[config.mk]
export PLATFORM = sky130hd
export DESIGN_NAME = mem_sequencer
export DESIGN_NICKNAME = d
export VERILOG_FILES = /design/src/rtl/mem_seq_pkg.sv /design/src/rtl/rr_arb2.sv /design/src/rtl/mem_sequencer.sv
export SDC_FILE = /design/constraint.sdc
export NUM_CORES = 1
export LEC_CHECK = 0
export ABC_CLOCK_PERIOD_IN_PS = 3500
export BUFFER_PORTS_ARGS = -buffer_cell sky130_fd_sc_hd__buf_4
export CELL_PAD_IN_SITES_DETAIL_PLACEMENT = 0
export CELL_PAD_IN_SITES_GLOBAL_PLACEMENT = 1
export CORE_MARGIN = 1.5
export CORE_UTILIZATION = 37
export CTS_BUF_LIST = sky130_fd_sc_hd__clkbuf_4 sky130_fd_sc_hd__clkbuf_8 sky130_fd_sc_hd__clkbuf_16
export DETAILED_ROUTE_END_ITERATION = 10
export PLACE_DENSITY = 0.86
export SLEW_MARGIN = 10
export SYNTH_ARGS = -nofsm -noshare
export SYNTH_HDL_FRONTEND = slang
export SYNTH_SLANG_ARGS = --single-unit
[constraint.sdc]
create_clock -name Clk -period 3.5 [get_ports Clk]
set_input_delay 0.175 -clock Clk [delete_from_list [all_inputs] [get_ports Clk]]
set_output_delay 0.175 -clock Clk [all_outputs]
set_load 0.02 [all_outputs]
[src/rtl/mem_seq_pkg.sv]
// Shared types for the SLC-3 SRAM access sequencer.
package mem_seq_pkg;
  typedef enum logic [1:0] {IDLE, SETUP, ACCESS, DONE} state_t;
  typedef logic port_t;
  localparam int WAIT_MAX = 15;
  localparam int CNT_W    = 4;
endpackage

[src/rtl/rr_arb2.sv]
// Two-requester round-robin arbiter; on a tie the port that was not granted last wins.
module rr_arb2
  import mem_seq_pkg::*;
(
  input  logic [1:0] req_i,
  input  port_t      last_i,
  output port_t      gnt_o,
  output logic       vld_o
);
  always_comb begin
    vld_o = |req_i;
    if (req_i == 2'b11) gnt_o = ~last_i;
    else                gnt_o = req_i[1];
  end
endmodule

[src/rtl/mem_sequencer.sv]
// Arbitrates the 16-bit SRAM between CPU (port 0) and loader (port 1) and sequences
// the active-low strobes: IDLE -> SETUP -> ACCESS x WAIT -> DONE. WAIT legal range 1..15.
module mem_sequencer
  import mem_seq_pkg::*;
#(
  parameter int AW   = 16,
  parameter int WAIT = 2
) (
  input  logic          Clk,
  input  logic          Reset,
  input  logic          req0,
  input  logic          req1,
  input  logic          we0,
  input  logic          we1,
  input  logic [AW-1:0] addr0,
  input  logic [AW-1:0] addr1,
  input  logic [15:0]   wdata0,
  input  logic [15:0]   wdata1,
  output logic          done0,
  output logic          done1,
  output logic [15:0]   rdata,
  output logic          busy,
  output logic [AW-1:0] A,
  output logic [15:0]   mem_wdata,
  output logic          mem_drive,
  input  logic [15:0]   mem_rdata,
  output logic          Mem_CE,
  output logic          Mem_OE,
  output logic          Mem_WE,
  output logic          Mem_UB,
  output logic          Mem_LB
);
  localparam logic [CNT_W-1:0] WAIT_LD = CNT_W'(WAIT - 1);

  state_t           state_q;
  port_t            last_q, port_q, arb_gnt;
  logic             arb_vld;
  logic             we_q, we_d;
  logic [AW-1:0]    a_q, addr_d;
  logic [15:0]      wd_q, wdata_d, rdata_q;
  logic [CNT_W-1:0] cnt_q;
  logic [1:0]       done_q;
  logic             busy_q, drv_q, ce_q, oe_q, wen_q;

  rr_arb2 u_arb (
    .req_i  ({req1, req0}),
    .last_i (last_q),
    .gnt_o  (arb_gnt),
    .vld_o  (arb_vld)
  );

  assign we_d    = arb_gnt ? we1    : we0;
  assign addr_d  = arb_gnt ? addr1  : addr0;
  assign wdata_d = arb_gnt ? wdata1 : wdata0;

  // Strobes are registered on the transition into each state so they never
  // depend combinationally on req and reset drives them straight to idle.
  always_ff @(posedge Clk or posedge Reset) begin
    if (Reset) begin
      state_q <= IDLE;
      last_q  <= 1'b1;
      port_q  <= 1'b0;
      we_q    <= 1'b0;
      a_q     <= '0;
      wd_q    <= '0;
      rdata_q <= '0;
      cnt_q   <= '0;
      done_q  <= '0;
      busy_q  <= 1'b0;
      drv_q   <= 1'b0;
      ce_q    <= 1'b1;
      oe_q    <= 1'b1;
      wen_q   <= 1'b1;
    end else begin
      done_q <= '0;
      unique case (state_q)
        IDLE: if (arb_vld) begin
          state_q <= SETUP;
          busy_q  <= 1'b1;
          port_q  <= arb_gnt;
          last_q  <= arb_gnt;
          we_q    <= we_d;
          a_q     <= addr_d;
          wd_q    <= wdata_d;
          ce_q    <= 1'b0;
          oe_q    <= we_d;
          drv_q   <= we_d;
        end
        SETUP: begin
          state_q <= ACCESS;
          cnt_q   <= WAIT_LD;
          wen_q   <= ~we_q;
        end
        ACCESS: begin
          if (cnt_q == '0) begin
            state_q        <= DONE;
            oe_q           <= 1'b1;
            wen_q          <= 1'b1;
            done_q[port_q] <= 1'b1;
            if (!we_q) rdata_q <= mem_rdata;
          end else begin
            cnt_q <= cnt_q - 1'b1;
          end
        end
        DONE: begin
          // CE, A and write data stay put through DONE for write hold time
          state_q <= IDLE;
          busy_q  <= 1'b0;
          ce_q    <= 1'b1;
          drv_q   <= 1'b0;
        end
        default: state_q <= IDLE;
      endcase
    end
  end

  assign done0     = done_q[0];
  assign done1     = done_q[1];
  assign rdata     = rdata_q;
  assign busy      = busy_q;
  assign A         = a_q;
  assign mem_wdata = wd_q;
  assign mem_drive = drv_q;
  assign Mem_CE    = ce_q;
  assign Mem_UB    = ce_q;
  assign Mem_LB    = ce_q;
  assign Mem_OE    = oe_q;
  assign Mem_WE    = wen_q;
endmodule

==> Word level (Yosys, flattened, before mapping) <==
Cells that the tools add are included.
{ "op_classes": {"addsub": 1, "n_eq_ne": 7, "reduce_logical": 14, "bitwise": 2, "n_lt_le_gt_ge": 2, "muxes": 22} }
{ "ops": {"columns": ["op", "n"], "rows": [
  ["2-to-1 mux 16 bit", 2],
  ["case mux 1 bit (2 select lines)", 5],
  ["AND reduction 2 bit", 5],
  ["2-to-1 mux 2 bit", 4],
  ["case mux 2 bit (4 select lines)", 1],
  ["case mux 4 bit (2 select lines)", 1],
  ["2-to-1 mux 1 bit", 7],
  ["== test 2 bit (second input constant)", 3],
  ["inequality test 2 bit (second input constant)", 3],
  ["AND reduction 3 bit", 2],
  ["nonzero test 2 bit", 3],
  ["zero test 4 bit", 1],
  ["2-to-1 mux 4 bit", 1],
  ["subtractor 4 x 1 -> 4 bit (second input constant)", 1],
  ["== test 2 x 1 -> 1 bit (second input constant)", 1],
  ["zero test 2 bit", 1],
  ["< comparator 1 x 2 -> 1 bit (second input constant)", 1],
  ["inverter 1 bit", 2],
  ["OR reduction 2 bit", 1],
  ["demux 1 bit (select 1 bit)", 1],
  ["greater-or-equal comparator 1 bit (second input constant)", 1],
  ["logical AND 1 bit", 1]
]} }
{ "totals": {"input_bits": 86, "word_cells": 62, "register_bits": 64} }

==> Depth between registers and ports, before layout <==
Gate-level depths: netlist (run 1).
{ "depth": {"word_depth": 6, "mapped_depth": 7} }

==> By module <==
Synthesis (run 1) repeated with hierarchy kept, for this count alone.
{ "unflattened": {"cells_unflattened": 258, "area_unflattened_um2": 2956.6} }
{ "modules_own_cells": {"columns": ["mod", "area_each_um2", "n_inst", "cells_per_inst"], "rows": [
  ["mem_sequencer", 2942.8, 1, 256],
  ["rr_arb2", 13.8, 1, 2]
]} }

==> Worst setup path before layout (run 1) <==
No wires, ideal clock.
{ "synth_path": {"path_kind": "register to register", "from": "register state_q[0]", "to": "register rdata_q[0] (netlist: rdata[0])", "arrival_ns": 1.462, "n_path_buf": 1, "t_required_ns": 3.375, "path_slack_ns": 1.913, "path_stages_with_launch": 7, "path_cell_list": "dfrtp_1 inv_1 ha_1 nand4bb_4 nor2_8 buf_12 mux2_4"} }
{ "synth_via": {"elab_chain_cells": 2} }
{ "synth_lines": {"columns": ["item", "line", "rtl"], "rows": [
  ["start: declaration", "mem_sequencer.sv:35", "state_t state_q;"],
  ["start signal: assignment", "mem_sequencer.sv:60", "state_q <= IDLE;"],
  ["start signal: assignment", "mem_sequencer.sv:78", "state_q <= SETUP;"],
  ["start signal: assignment", "mem_sequencer.sv:90", "state_q <= ACCESS;"],
  ["== test 2 bit", "mem_sequencer.sv:76", "unique case (state_q)"],
  ["AND reduction 3 bit (no source line)", null, null],
  ["end signal: assignment", "mem_sequencer.sv:100", "if (!we_q) rdata_q <= mem_rdata;"],
  ["end: declaration", "mem_sequencer.sv:40", "logic [15:0] wd_q, wdata_d, rdata_q;"]
]} }
No other way between the ends.
A chain may end at the register's enable or synchronous reset.

==> Worst setup path after layout (run 1) <==
{ "layout_path": {"from": "register state_q[0]", "to": "register rdata_q[11] (netlist: rdata[11])"} }
Same word-level chain as after synthesis.

==> results of run 1 <==
through the flow:
step / std cells / hold slack [ns] / cell area (sq um) / util, %
6_report: 503 / 0.03707 / 4344 / 55.93
5_1_grt: 503 / 0.06494 / 4344 / 55.93
4_1_cts: 503 / 0.05115 / 4344 / 55.93
3_5_place_dp: 487 / 0.4103 / 4104 / 52.84
3_3_place_gp: 487 / 0.4056 / 4104 / 52.84
2_1_floorplan: 256 / 0.2480 / 2997 / -
critical path: stages, from the launching register on:
cell       delay (ns)
dfrtp_1          0.42
inv_1            0.12
ha_1             0.43
nand4bb_4        0.21
nor2_8           0.33
mux2_2           0.39
cells in the final DEF, fill, tap and decap left out, types with 6 or more instances in the layout:
master / synthesis / final
o21ai_1: 33 / 32
mux2_2: 7 / 7
ha_1: 6 / 6
inv_1: 10 / 9
nand2_1: 38 / 38
buf_4: 2 / 145
mux2_4: 10 / 10
mux2i_1: 34 / 34
clkbuf_8: 0 / 12
dfrtp_1: 60 / 60
o21ai_0: 9 / 9
final cells by class:
class	instances	share of cell area [%]
Multi-Input combinational cell	166	28.63
Timing Repair Buffer	145	25.06
Sequential cell	64	36.98
Clock buffer	14	4.147
Clock inverter	2	1.382
Tap cell	102	2.938
Inverter	10	0.8641
worst max path at each step:
stage | start | slack, ns | endpoint | depth (start not counted)
4_1_cts | state_q[0] | 1.47 | rdata[11] | 5
6_report | state_q[0] | 1.47 | rdata[11] | 5
2_1_floorplan | Reset | 1.73 | A[0] | 1
5_1_grt | state_q[0] | 1.35 | rdata[10] | 5
3_3_place_gp | last_q | 1.57 | mem_wdata[15] | 4
3_5_place_dp | state_q[0] | 1.49 | rdata[11] | 5
registers in the layout (all words and copies together), names as in the netlist:
| register | cells |
|---|---|
| last_q | 1 |
| state_q | 2 |
| mem_drive | 1 |
| Mem_OE | 1 |
| cnt_q | 4 |
| Mem_WE | 1 |
| busy | 1 |
| mem_wdata | 16 |
| Mem_CE | 1 |
| done_q | 2 |
| we_q | 1 |
| port_q | 1 |
| A | 16 |
| rdata | 16 |
kinds of logic (layout without fill, tap and decap cells):
kind of cell | count (synthesis) | in the layout | share of synthesized area, %
buffers and inverters | 26 | 171 | 5.261
adder cells (fa/ha/maj) | 6 | 6 | 2.505
AO/OA/AOI/OAI | 56 | 56 | 10.52
flip-flops | 64 | 64 | 53.61
multiplexers | 52 | 52 | 19.37
AND/OR/NAND/NOR | 52 | 52 | 8.727
synth_stat cells, types with 3 or more instances:
master,count,area share (%)
o21ai_1,33,5.5
mux2_2,7,2.6
mux2_4,10,5.0
buf_2,5,0.83
o21ai_0,9,1.5
inv_1,10,1.3
nor2_1,4,0.50
ha_1,6,2.5
clkbuf_1,4,0.50
dfstp_2,4,3.5
buf_6,4,1.5
a21oi_1,3,0.50
dfrtp_1,60,50
mux2i_1,34,11
nand2_1,38,4.8
metal layers:
layer / global-route usage, % / up-vias / share of wire (%)
met3: 3.659 / 11 / 7.3
met5: 0 / - / 0
met2: 26.40 / 108 / 46
met1: 22.13 / 1071 / 45
li1: - / 1167 / -
met4: 7.576 / 0 / 1.7
power breakdown:
| part | internal, W | total, W | switching [W] |
|---|---|---|---|
| sequential | 0.00112 | 0.00135 | 0.000232 |
| clock | 0.000476 | 0.000738 | 0.000262 |
| combinational | 0.000892 | 0.00191 | 0.00102 |
| total | 0.00249 | 0.00400 | 0.00152 |
==> metrics.yaml, run 1 <==
min_path_type: "input pin to async pin"
p_leak_nw: 2.256
hpwl_mm: 5.292
grt_pass1_vias: 2318
firstDrtPassIters: 4
r2r_start: "state_q[0]"
maxSlewViolCount: 0
num_rows: 32
n_antenna_cell: 0
p_per_area_mw_per_mm2: 921.5
dp_slack_ns: 1.488
synth_edf_count: 0
crit_arrival_ns: 2.23
ant_nets: 0
clock-sinks: 64
end_kind: "register"
drc: 0
rsz0062_at_grt: "false"
hold_viol: 0
finalSetupViolations: 0
synthFlopType: "dfrtp_1"
die_area_sq_mm: 0.008648
cts_tree: "built"
crit_type: "register to register"
yosysSeqAreaShare_pct: 53.61
slew_headroom_pct: 41.84
cts_root_buf: "clkbuf_8"
fp.dieW_microns: 93.00
r2r_setup_slack_ns: 1.47
post-route-period-util_pct: 57.90
clk_pin_slew_worst_paths_ns: 0.07
post_cts_resized: 0
fin_setup_tns_ns: 0
antenna_found_initial: 0
reg2regPathDepth: 5
h-tree-depth: 3
num_vias: 2357
cp-start-kind: "register"
place.gp.congestion: 0.7487
status: "completed"
final-seq-area_sq_mm: 0.001607
grt_overflow: 0
crit_fanout: 16
grt_pass1_wl_mm: 11.21
drtIter0Drc: 54
clockBufferDepth: 2
groute.usage.overall_pct: 16.78
reg2reg_to: "rdata[11]"
fin_skew_ns: 0.005573
ir_drop_mv: 0.3088
ys.warnings.count: 0
grt_max_degree: 44
fin_crit_ns: 2.027
synthesis.instances: 256
routed_via_density: 4.686
synth.distinct_cells: 35
fill_cells: 690
postCtsHoldBufs: 0
required_ns: 3.71
start_util_pct: 38.58
synthArstFlopShare_pct: 100.0
multi_input_area_sq_mm: 0.001244
wl_mm: 7.001
total_power_w: 0.004003
wl_per_cell_microns: 13.92
portBuffers: 142
cts_setup_buffers: 0
syn_area_sq_mm: 0.002997
io_pins: 143
tightest_slew_ns: 0.8711
setup_slack_ns: 1.473
layout-drive-gt1-share_pct: 46.88
die_y_microns: 93.00
nets: 488
insertion_delay_ns: 0.33
fmaxAchievable_ghz: 0.4935
avgSynthCellArea_sq_um: 11.71
fp.coreArea_sq_mm: 0.007767
cts_buffers: 9
timing.max_cap.violations: 0
ys_ff_latch: 64
syn_nets: 348
area_growth_pct: 44.97
No activity file was read; power rests on OpenSTA's default activity.
==> inputs of run 2 (changes only) <==
--- a/config.mk
+++ b/config.mk
@@ -5,15 +5,15 @@
 export SDC_FILE = /design/constraint.sdc
 export NUM_CORES = 1
 export LEC_CHECK = 0
-export ABC_CLOCK_PERIOD_IN_PS = 3500
+export ABC_CLOCK_PERIOD_IN_PS = 1980
 export BUFFER_PORTS_ARGS = -buffer_cell sky130_fd_sc_hd__buf_4
 export CELL_PAD_IN_SITES_DETAIL_PLACEMENT = 0
 export CELL_PAD_IN_SITES_GLOBAL_PLACEMENT = 1
 export CORE_MARGIN = 1.5
-export CORE_UTILIZATION = 37
+export CORE_UTILIZATION = 35
 export CTS_BUF_LIST = sky130_fd_sc_hd__clkbuf_4 sky130_fd_sc_hd__clkbuf_8 sky130_fd_sc_hd__clkbuf_16
 export DETAILED_ROUTE_END_ITERATION = 10
-export PLACE_DENSITY = 0.86
+export PLACE_DENSITY = 0.82
 export SLEW_MARGIN = 10
 export SYNTH_ARGS = -nofsm -noshare
 export SYNTH_HDL_FRONTEND = slang
==> constraint.sdc (replaced) <==
create_clock -name Clk -period 1.98 [get_ports Clk]
set_input_delay 0.099 -clock Clk [delete_from_list [all_inputs] [get_ports Clk]]
set_output_delay 0.099 -clock Clk [all_outputs]
set_load 0.02 [all_outputs]
==> metrics.yaml, run 2 (synthesized netlist as in run 1, its figures left out) <==
status: "completed"  # unchanged
finalSetupViolations: 0  # unchanged
max_stage_delay_ns: 0.41  # was 0.43 ns
crit_type: "register to register"  # unchanged
layout-drive-gt1-share_pct: 45.45  # was 46.88%
grt_max_degree: 65  # was 44
dp_slack_ns: 0.1991  # was 1.488 ns
cts_buffers: 9  # unchanged
fin_skew_ns: 0.008613  # was 0.005573 ns
drc: 0  # unchanged
post_cts_resized: 0  # unchanged
antenna_found_initial: 0  # unchanged
grt_pass1_wl_mm: 10.96  # was 11.21 mm
min_path_type: "input pin to register"  # was input pin to async pin
cp-start-kind: "register"  # unchanged
crit_buf_inv: 1  # unchanged
fmaxAchievable_ghz: 0.5623  # was 0.4935 GHz
fin_setup_tns_ns: 0  # unchanged
start_util_pct: 36.29  # was 38.58%
ir_drop_mv: 0.7347  # was 0.3088 mV
p_leak_nw: 2.347  # was 2.256 nW
crit_chain: "inv_1 > ha_1 > nand4bb_4 > nor2_8 > mux2_2"  # unchanged
grt_pass1_vias: 2364  # was 2,318
insertion_delay_ns: 0.33  # about the same
routed_via_density: 4.658  # was 4.686
drtIter0Drc: 27  # was 54
instances_no_fill: 523  # was 503
fin_crit_ns: 1.778  # was 2.027 ns
ant_nets: 0  # unchanged
whs_ns: 0.01660  # was 0.03707 ns
setup_slack_ns: 0.2016  # was 1.473 ns
tightest_slew_ns: 0.5254  # was 0.8711 ns
post-route-period-util_pct: 89.82  # was 57.90%
clockBufferDepth: 2  # unchanged
fill_cells: 766  # was 690
crit_slowest_cell: "dfrtp_1"  # was ha_1
n_antenna_cell: 0  # unchanged
final_common_cell: "buf_4"  # unchanged
area_growth_pct: 52.07  # was 44.97%
p_per_area_mw_per_mm2: 1580  # was 921.5 mW/mm^2
nets: 505  # was 488
num_vias: 2436  # was 2,357
rsz0062_at_grt: "false"  # unchanged
total_power_w: 0.007200  # was 0.004003 W
clock-sinks: 64  # unchanged
h-tree-depth: 3  # unchanged
final_cell_mix: "buf_4, dfrtp_1, nand2_1"  # unchanged
end_kind: "register"  # unchanged
grt_overflow: 0  # unchanged
slew_headroom_pct: 64.84  # was 41.84%
hold_viol: 0  # unchanged
timing.max_cap.violations: 0  # unchanged
crit_arrival_ns: 1.99  # was 2.23 ns
dp.cells: 492  # was 487
wl_per_cell_microns: 13.60  # was 13.92 microns
hpwl_mm: 5.109  # was 5.292 mm
place.gp.congestion: 0.7598  # was 0.7487
io_pins: 143  # unchanged
fp.dieW_microns: 95.53  # was 93.00 microns
maxSlewViolCount: 0  # unchanged
num_rows: 33  # was 32
portBuffers: 142  # unchanged
cts_root_buf: "clkbuf_8"  # unchanged
cts_tree: "built"  # unchanged
crit_fanout: 16  # unchanged
firstDrtPassIters: 4  # unchanged
groute.usage.overall_pct: 15.89  # was 16.78%
clk_pin_slew_worst_paths_ns: 0.07  # about the same
fp.coreArea_sq_mm: 0.008258  # was 0.007767 sq mm
die_area_sq_mm: 0.009126  # was 0.008648 sq mm
cp_top_family: "simple AND/OR/NAND/NOR gates"  # unchanged
die_y_microns: 95.53  # was 93.00 microns
wl_mm: 7.115  # was 7.001 mm
required_ns: 2.19  # was 3.71 ns
run 2: routing by layer:
metal	vias up	wire length [microns]	track usage [%]
li1	1206	-	-
met1	1137	3006	19.45
met2	85	3513	26.76
met3	8	505	3.907
met4	0	89	6.250
met5	-	0	0
run 2: final timing paths:
kind,from,to,slack (ns),cells after the start
max,state_q[0],rdata[12],0.20,5
min,mem_rdata[9],rdata[9],0.02,2
max reg2reg,state_q[0],rdata[12],0.20,5
min reg2reg,port_q,done_q[0],0.47,1
max in group asynchronous,Reset,Mem_CE,1.27,4
min in group asynchronous,Reset,rdata[8],0.39,4
run 2: where the power goes:
group | switching [W] | leakage [nW] | internal (W) | total (W)
registers | 0.000414 | 0.784 | 0.00198 | 0.00239
logic | 0.00183 | 1.44 | 0.00165 | 0.00348
clock network | 0.000466 | 0.126 | 0.000862 | 0.00133
total | 0.00271 | 2.35 | 0.00449 | 0.00720
run 2: cell type report:
cell class / instances / area (sq um) / area share [%]
tap: 105 / 131.4 / 2.883
clock inverter: 2 / 60.06 / 1.318
sequential: 64 / 1607 / 35.26
clock buffer: 14 / 186.4 / 4.091
inverter: 10 / 37.54 / 0.8237
timing repair buffer: 162 / 1291 / 28.34
multi-input combinational: 166 / 1244 / 27.29
run 2: worst reg2reg max path, stage by stage (launching register included):
cell and delay [ns]:
dfrtp_1 0.41, inv_1 0.12, ha_1 0.23, nand4bb_4 0.18, nor2_8 0.33, mux2_2 0.39
run 2: repair_timing:
action / 4_1_cts / 5_1_grt
hold endpoints to repair: 74 / 0
hold buffers: 15 / 0
setup buffers: 0 / 0
run 2: metrics by stage:
step	util [%]	cell area (sq um)
2_1_floorplan	-	2997
3_3_place_gp	50.38	4160
3_5_place_dp	50.38	4160
4_1_cts	55.18	4557
5_1_grt	55.18	4557
6_report	55.18	4557
